**src/rtl/ram_ctrl.sv**
```systemverilog
// Scrambling controller between the CPU bus and single-port main RAM: XORs word addresses with the
// ASLR key and data with the scramble key plus logical address, after an optional zero sweep.
module ram_ctrl #(
  parameter int unsigned ADDR_WIDTH     = 15,
  parameter bit          CLEAR_ON_RESET = 1'b1
) (
  input  logic                  clk,
  input  logic                  reset,
  input  logic [ADDR_WIDTH-1:0] ram_aslr,
  input  logic [31:0]           ram_scramble,
  input  logic                  cs,
  input  logic [3:0]            we,
  input  logic [ADDR_WIDTH-1:0] address,
  input  logic [31:0]           write_data,
  output logic [31:0]           read_data,
  output logic                  ready,
  output logic                  clear_done,
  output logic                  mem_cs,
  output logic [3:0]            mem_wmask,
  output logic [ADDR_WIDTH-1:0] mem_addr,
  output logic [31:0]           mem_wdata,
  input  logic [31:0]           mem_rdata
);

  localparam int unsigned PadWidth = 32 - ADDR_WIDTH;
  localparam logic [ADDR_WIDTH-1:0] CtrLast = '1;

  typedef enum logic [1:0] {StClear, StIdle, StRdWait, StAck} state_e;

  localparam state_e StReset = CLEAR_ON_RESET ? StClear : StIdle;

  state_e                state_q, state_d;
  logic [ADDR_WIDTH-1:0] ctr_q, ctr_d;
  logic [ADDR_WIDTH-1:0] la_q, la_d;
  logic [31:0]           ks_q, ks_d;
  logic [31:0]           read_data_q, read_data_d;
  logic                  clear_done_q, clear_done_d;

  function automatic logic [31:0] addr_term(input logic [ADDR_WIDTH-1:0] a);
    return {{PadWidth{1'b0}}, a};
  endfunction

  always_ff @(posedge clk) begin
    if (reset) begin
      state_q      <= StReset;
      ctr_q        <= '0;
      la_q         <= '0;
      ks_q         <= '0;
      read_data_q  <= '0;
      clear_done_q <= !CLEAR_ON_RESET;
    end else begin
      state_q      <= state_d;
      ctr_q        <= ctr_d;
      la_q         <= la_d;
      ks_q         <= ks_d;
      read_data_q  <= read_data_d;
      clear_done_q <= clear_done_d;
    end
  end

  always_comb begin
    state_d      = state_q;
    ctr_d        = ctr_q;
    la_d         = la_q;
    ks_d         = ks_q;
    read_data_d  = read_data_q;
    clear_done_d = clear_done_q;
    unique case (state_q)
      StClear: begin
        ctr_d = ctr_q + ADDR_WIDTH'(1);
        if (ctr_q == CtrLast) begin
          state_d      = StIdle;
          clear_done_d = 1'b1;
        end
      end
      StIdle: begin
        if (cs) begin
          // Only the scramble key and logical address are needed after the accept cycle.
          la_d    = address;
          ks_d    = ram_scramble;
          state_d = (we == 4'h0) ? StRdWait : StAck;
        end
      end
      StRdWait: begin
        read_data_d = mem_rdata ^ ks_q ^ addr_term(la_q);
        state_d     = StAck;
      end
      StAck: begin
        state_d = StIdle;
      end
      default: begin
        state_d = StIdle;
      end
    endcase
  end

  always_comb begin
    read_data  = read_data_q;
    clear_done = clear_done_q;
    ready      = 1'b0;
    mem_cs     = 1'b0;
    mem_wmask  = 4'h0;
    mem_addr   = '0;
    mem_wdata  = '0;
    // Keep the RAM quiet while reset is held, whatever state the register still shows.
    if (!reset) begin
      unique case (state_q)
        StClear: begin
          mem_cs    = 1'b1;
          mem_wmask = 4'hF;
          mem_addr  = ctr_q;
        end
        StIdle: begin
          if (cs) begin
            mem_cs    = 1'b1;
            mem_wmask = we;
            mem_addr  = address ^ ram_aslr;
            if (we != 4'h0) begin
              mem_wdata = write_data ^ ram_scramble ^ addr_term(address);
            end
          end
        end
        StAck: begin
          ready = 1'b1;
        end
        default: begin
        end
      endcase
    end
  end

endmodule
```
**config.mk**
```make
export PLATFORM = sky130hd
export DESIGN_NAME = ram_ctrl
export DESIGN_NICKNAME = d
export VERILOG_FILES = /design/src/rtl/ram_ctrl.sv
export SDC_FILE = /design/constraint.sdc
export NUM_CORES = 1
export LEC_CHECK = 0
export CAP_MARGIN = 40
export CORE_MARGIN = 2
export CORE_UTILIZATION = 45
export DETAILED_ROUTE_END_ITERATION = 8
export PLACE_DENSITY = 0.84
export SETUP_SLACK_MARGIN = 0.1
export SYNTH_ARGS = -nofsm -noshare
export SYNTH_HDL_FRONTEND = slang
export SYNTH_SLANG_ARGS = --single-unit
```
**constraint.sdc**
```tcl
create_clock -name clk -period 4.35 [get_ports clk]
set_input_delay 0.6525 -clock clk [delete_from_list [all_inputs] [get_ports clk]]
set_output_delay 0.6525 -clock clk [all_outputs]
set_load 0.005 [all_outputs]
```
==> metrics, run 1 <==
Max VDD drop=0.196 mV; synth-to-layout area growth=47.6%; first-pass GRT wire length=24,300 microns; R2R setup slack=2.28 ns; combinational power share=27.5%; final net count=946; Setup Skew=0.00483 ns; Critical Path AT=2.85 ns; area share of the largest cell type after synthesis=37.1%; DRC violations left=0; FF+latch count, synth=97; Iter 0 DRT Violations=232; die footprint=12,500 sq um; status=finished, final reports clean; EDFF count, synth=0; crit path to=mem_wdata[19]; ys flop type=dfxtp_1; static leakage=2.51 nW; Synth cell types=34; Clock transition at path regs=0.06 ns; clock latency on the worst-skew pair=0.34 ns; vias in the first global route=4,911; wire per inst=16.0 microns; CP required=3.70 ns; min Tclk post-route=3.50 ns; worst min-delay path class=reg2reg; Least-Margin Pin Slew=0.826 ns; slew margin rel.=44.9%; final hold slack=0.468 ns; Die Ht=112 microns; placer congestion estimate=0.885; number of CTS-inserted buffers=9; CTS tree=done; Cell Int Power=0.00165 W; Port Buffers=218; sequential share of the synthesized area=37.1%; Critical path origin=cs; R2R depth=6; drt via density=5.15; row count=39; Synth area leader=dfxtp_1; unrepaired setup endpoints after global routing=false; fmax=286 MHz; sequential fraction of design power=41.7%; Worst R2R End=ks_q[20]; antenna violations before repair=0; largest net degree at the start of global routing=82; Post-CTS Resized=0; max-cap check violation count=0; io pins=219; Net Switching=0.000684 W; DP HPWL=11,400 microns; CTS sink count=97; crit end category=primary output; Antenna Cells=0; period utilization=80.5%; Max Buffers Root-to-Sink=2; nature of the critical path startpoint=primary input; critical path class=in2out; Root Driver=clkbuf_16; hold_buf cts=0; Async SR Flop Fraction=0%; part of the power in the clock network=30.8%; Max Slew Vio Count=0; Area contributors post-synth=dfxtp_1 37%, xnor2_1 14%, nand2_1 7.3%; All-Layer GR Usage=24.1%; reg2reg start=state_q[1]; Final Hold Fails=0; Core ar.=11,400 sq um; share of cells above drive strength 1=7.51%; fill count=899; most common cell in the synthesized netlist=nand2_1; post-route cell area=7730 sq um; antenna-violating nets left=0; final WL=15,300 microns; average cell area after synthesis=8.58 sq um; detailed-route via count=4,914; Synth Cell Area=5240 sq um; Net Sw Frac=29.3%; grt ovf=0; Synth Net Count=749; Post-Synthesis Cells=610; Placement Cell Area=7460 sq um; Setup-failing EPs final=0; setup bufs post-CTS=0; Syn. warnings=0; die width=112 microns; H-tree depth=3; top cells by count, synth=102 x nand2_1, 97 x dfxtp_1, 84 x xnor2_1; setup TNS=0 ns; Initial Util=46.1%; PwrDens=302 nW/um^2; drt pass-1 iters=5; Critical Path Fanout Max=20
-- through the flow --
step           std cells  worst slack [ns]  power [W]  utilization, %
3_3_place_gp         938             0.917    0.00161            65.4
4_1_cts              955             0.853    0.00235            68.0
5_1_grt              955             0.731    0.00244            68.0
2_1_floorplan        610              2.24    0.00135               -
3_5_place_dp         939             0.860    0.00164            65.6
6_report             955             0.850    0.00234            68.0
-- metal layers --
layer / vias up / part of all wire [%] / track usage (%)
met5: - / 0 / 0
met4: 0 / 3.2 / 10.4
met3: 31 / 7.4 / 5.88
met2: 207 / 51 / 43.0
met1: 2295 / 39 / 27.3
li1: 2381 / - / -
-- critical path: stages --
cell             delay [ns]
clkdlybuf4s50_1        0.61
nand2_2                0.09
or3_4                  0.56
buf_12                 0.26
nor2_4                 0.12
clkdlybuf4s50_1        0.51
-- sequential cells by signal (all words and copies together) (netlist names) --
register and cells:
ks_q 32, read_data 32, ctr_q 15, la_q 15, state_q 2, clear_done 1
-- power by group through the flow --
stage | Clock, W | Sequential, W | Combinational, W
3_5_place_dp | 0 | 0.000994 | 0.000641
5_1_grt | 0.000768 | 0.000980 | 0.000692
4_1_cts | 0.000733 | 0.000974 | 0.000645
6_report | 0.000719 | 0.000974 | 0.000642
3_3_place_gp | 0 | 0.000989 | 0.000621
2_1_floorplan | 0 | 0.000986 | 0.000360
-- cells by family (layout without fill, tap and decap cells) --
group / after synthesis / in the layout / synth area share [%]
DFF: 97 / 97 / 37.1
adders and majority gates: 6 / 6 / 1.43
buffers and inverters: 43 / 245 / 4.54
AOI/OAI and AO/OA: 98 / 98 / 11.1
muxes: 18 / 18 / 3.46
and+or+nand+nor: 231 / 231 / 22.8
xor gates and xnor gates: 117 / 117 / 19.6
-- worst min path at each step --
stage	slack (ns)	endpoint	cells after the start	startpoint
4_1_cts	0.47	ks_q[18]	2	ks_q[18]
3_5_place_dp	0.46	ks_q[18]	2	ks_q[18]
6_report	0.47	ks_q[18]	2	ks_q[18]
5_1_grt	0.49	ks_q[28]	2	ks_q[28]
3_3_place_gp	0.45	clear_done	2	clear_done
2_1_floorplan	0.45	ks_q[0]	2	ks_q[0]
-- final cells by class --
| class | count | area, sq um | share of cell area [%] |
|---|---|---|---|
| clock inverters | 5 | 32.5 | 0.421 |
| flip-flops and latches | 97 | 1940 | 25.1 |
| multi-input cells | 470 | 3070 | 39.7 |
| inverters | 4 | 15.0 | 0.194 |
| clock buffers | 11 | 233 | 3.01 |
| well taps | 143 | 179 | 2.32 |
| repair buffers | 225 | 2260 | 29.2 |
-- placed cells by master, fill, tap and decap left out, types with 17 or more instances in the layout --
master / count
a211oi_1: 17
nor2_1: 71
xor2_1: 33
clkdlybuf4s50_1: 217
mux2i_1: 17
nand2_1: 101
dfxtp_1: 97
nor2_4: 30
a21oi_1: 58
xnor2_1: 84
No activity file was read; power rests on OpenSTA's default activity.
==> run 2: changes to the inputs <==
- CORE_UTILIZATION: 45 -> 39
- PLACE_DENSITY: 0.84 -> 0.77
- clock period: 4.35 -> 2.9 ns (I/O delays scaled with it)
==> run 2 against run 1 <==
Against the previous run: cell area up 2.2%; critical path type unchanged; combinational power up 53%; clock-buffer cell count up 1; first-iteration DRC count down 15%; sequential power up 50%; die area up 15%; critical path depth unchanged; flip-flop and latch count unchanged; critical endpoint is now mem_wdata[31]; cell count up 4.4%; sequential share of layout area down 0.52 points.
==> metrics, run 2 (same netlist as run 1, synthesis figures left out) <==
Port Buffers=218 (unchanged); hold path start=ks_q[16]; worst min-delay path class=reg2reg; die width=120 microns (+7.2%); Initial Util=39.7% (-6.4 points); reg2reg start=state_q[0]; final hold slack=0.467 ns (-0.000699 ns); die footprint=14,400 sq um (+15%); Root Driver=clkbuf_16; Max Buffers Root-to-Sink=2 (unchanged); number of CTS-inserted buffers=9 (unchanged); first-pass GRT wire length=22,600 microns (-6.7%); clock latency on the worst-skew pair=0.33 ns (about the same); min Tclk post-route=2.77 ns; Net Switching=0.00101 W (+48%); R2R setup slack=1.01 ns (-1.27 ns); Register Area=1940 sq um (+0.13%); setup TNS=0 ns (unchanged); Setup Skew=0.00764 ns (+0.00280 ns); CP required=2.47 ns (-1.23 ns); crit end category=primary output; CTS tree=done; Net Sw Frac=28.5% (-0.82 points); vias in the first global route=4,623 (-5.9%); Max Slew Vio Count=0 (unchanged); Worst Hold End=ks_q[16]; part of the power in the clock network=31.1% (+0.3 points); DRC violations left=0 (unchanged); antenna-violating nets left=0 (unchanged); DP HPWL=10,600 microns (-6.6%); unrepaired setup endpoints after global routing=true; Max VDD drop=0.220 mV (+12%); final net count=955 (+0.95%); Iter 0 DRT Violations=198 (-15%); wire per inst=14.7 microns (-8.1%); antenna violations before repair=0 (unchanged); max-cap check violation count=0 (unchanged); H-tree depth=3 (unchanged); largest net degree at the start of global routing=52 (-37%); Cell Int Power=0.00253 W (+54%); io pins=219 (unchanged); final WL=14,700 microns (-4.0%); critical path class=in2out; Final Core Density=59.9% (-8.1 points); Setup-failing EPs final=0 (unchanged); drt pass-1 iters=4 (-1); R2R depth=7 (+1); commonest non-fill, non-tap cell in the layout=clkdlybuf4s50_1; combinational power share=27.7% (+0.2 points); Clock transition at path regs=0.06 ns (about the same); drt via density=4.78 (-7.2%); Final Hold Fails=0 (unchanged); placer congestion estimate=0.769 (-13%); Die Ht=120 microns (+7.2%); synth-to-layout area growth=50.8%; sequential fraction of design power=41.2% (-0.5 points); Hold Path Stages=2 (unchanged); Critical Path Fanout Max=12 (-40%); Antenna Cells=0 (unchanged); setup bufs post-CTS=0 (unchanged); PwrDens=449 nW/um^2 (+48%); most frequent cells in the layout=217 x clkdlybuf4s50_1, 101 x nand2_1, 95 x dfxtp_1; CTS sink count=97 (unchanged); Critical Path AT=2.34 ns (-0.51 ns); Worst R2R End=ctr_q[13]; fill count=1,181 (+31%); status=finished, final reports clean; Core ar.=13,200 sq um (+16%); All-Layer GR Usage=19.6% (-4.4 points); slew margin rel.=58.4% (+13 points); row count=42 (+7.7%); static leakage=2.59 nW (+3.2%); share of cells above drive strength 1=9.14% (+1.6 points); detailed-route via count=4,763 (-3.1%); Least-Margin Pin Slew=0.625 ns (-0.202 ns); grt ovf=0 (unchanged); fmax=361 MHz; period utilization=95.6%; nature of the critical path startpoint=primary input; multi-input logic area=3090 sq um (+0.65%)
==> run 2: per-layer routing <==
metal	share of wire (%)	wire length, microns	vias up	track usage [%]
li1	-	-	2406	-
met1	43	6310	2172	24.1
met2	48	7070	165	33.4
met3	6.9	1010	20	5.47
met4	1.9	276	0	6.10
met5	0	0	-	0
==> run 2: per-stage QoR <==
stage / area [sq um] / total power, W / instances / worst slack [ns]
5_1_grt: 7900 / 0.00372 / 997 / 0.0860
4_1_cts: 7840 / 0.00356 / 995 / 0.113
2_1_floorplan: 5240 / 0.00202 / 610 / 1.09
6_report: 7900 / 0.00354 / 997 / 0.127
3_5_place_dp: 7550 / 0.00246 / 979 / 0.0709
3_3_place_gp: 7530 / 0.00244 / 978 / 0.0846
==> run 2: power groups by stage <==
stage / combinational, W / clock [W] / sequential [W]
global placement: 0.000954 / 0 / 0.00149
finish: 0.000981 / 0.00110 / 0.00146
detailed placement: 0.000967 / 0 / 0.00149
global route: 0.00107 / 0.00118 / 0.00147
floorplan: 0.000540 / 0 / 0.00148
CTS: 0.000972 / 0.00113 / 0.00146
==> run 2: worst max-delay path by stage <==
stage | from | endpoint | slack (ns)
floorplan | state_q[1] | mem_wdata[10] | 1.09
global placement | we[0] | mem_wdata[31] | 0.08
detailed placement | we[0] | mem_wdata[31] | 0.07
CTS | state_q[1] | mem_wdata[31] | 0.11
global route | cs | mem_wdata[0] | 0.09
finish | cs | mem_wdata[31] | 0.13
==> run 2: worst max-delay path, stage by stage <==
cell and delay, ns:
clkdlybuf4s50_1 0.50, nand2_2 0.08, or3_4 0.47, buf_16 0.20, nor2_1 0.12, clkdlybuf4s50_1 0.51
==> run 2: cell type report <==
type / instances / share of cell area, %
Clock buffer: 12 / 3.12
Clock inverter: 4 / 0.348
Inverter: 4 / 0.190
Multi-Input combinational cell: 470 / 39.1
Sequential cell: 97 / 24.6
Tap cell: 176 / 2.79
Timing Repair Buffer: 234 / 29.8
==> run 2: timing repair <==
| action | CTS | global route |
|---|---|---|
| gates resized for setup | 1 | 8 |
| gates cloned | 0 | 2 |
| setup endpoints to repair | 6 | 47 |
| hold buffers | 0 | 0 |
| pin swaps | 0 | 1 |
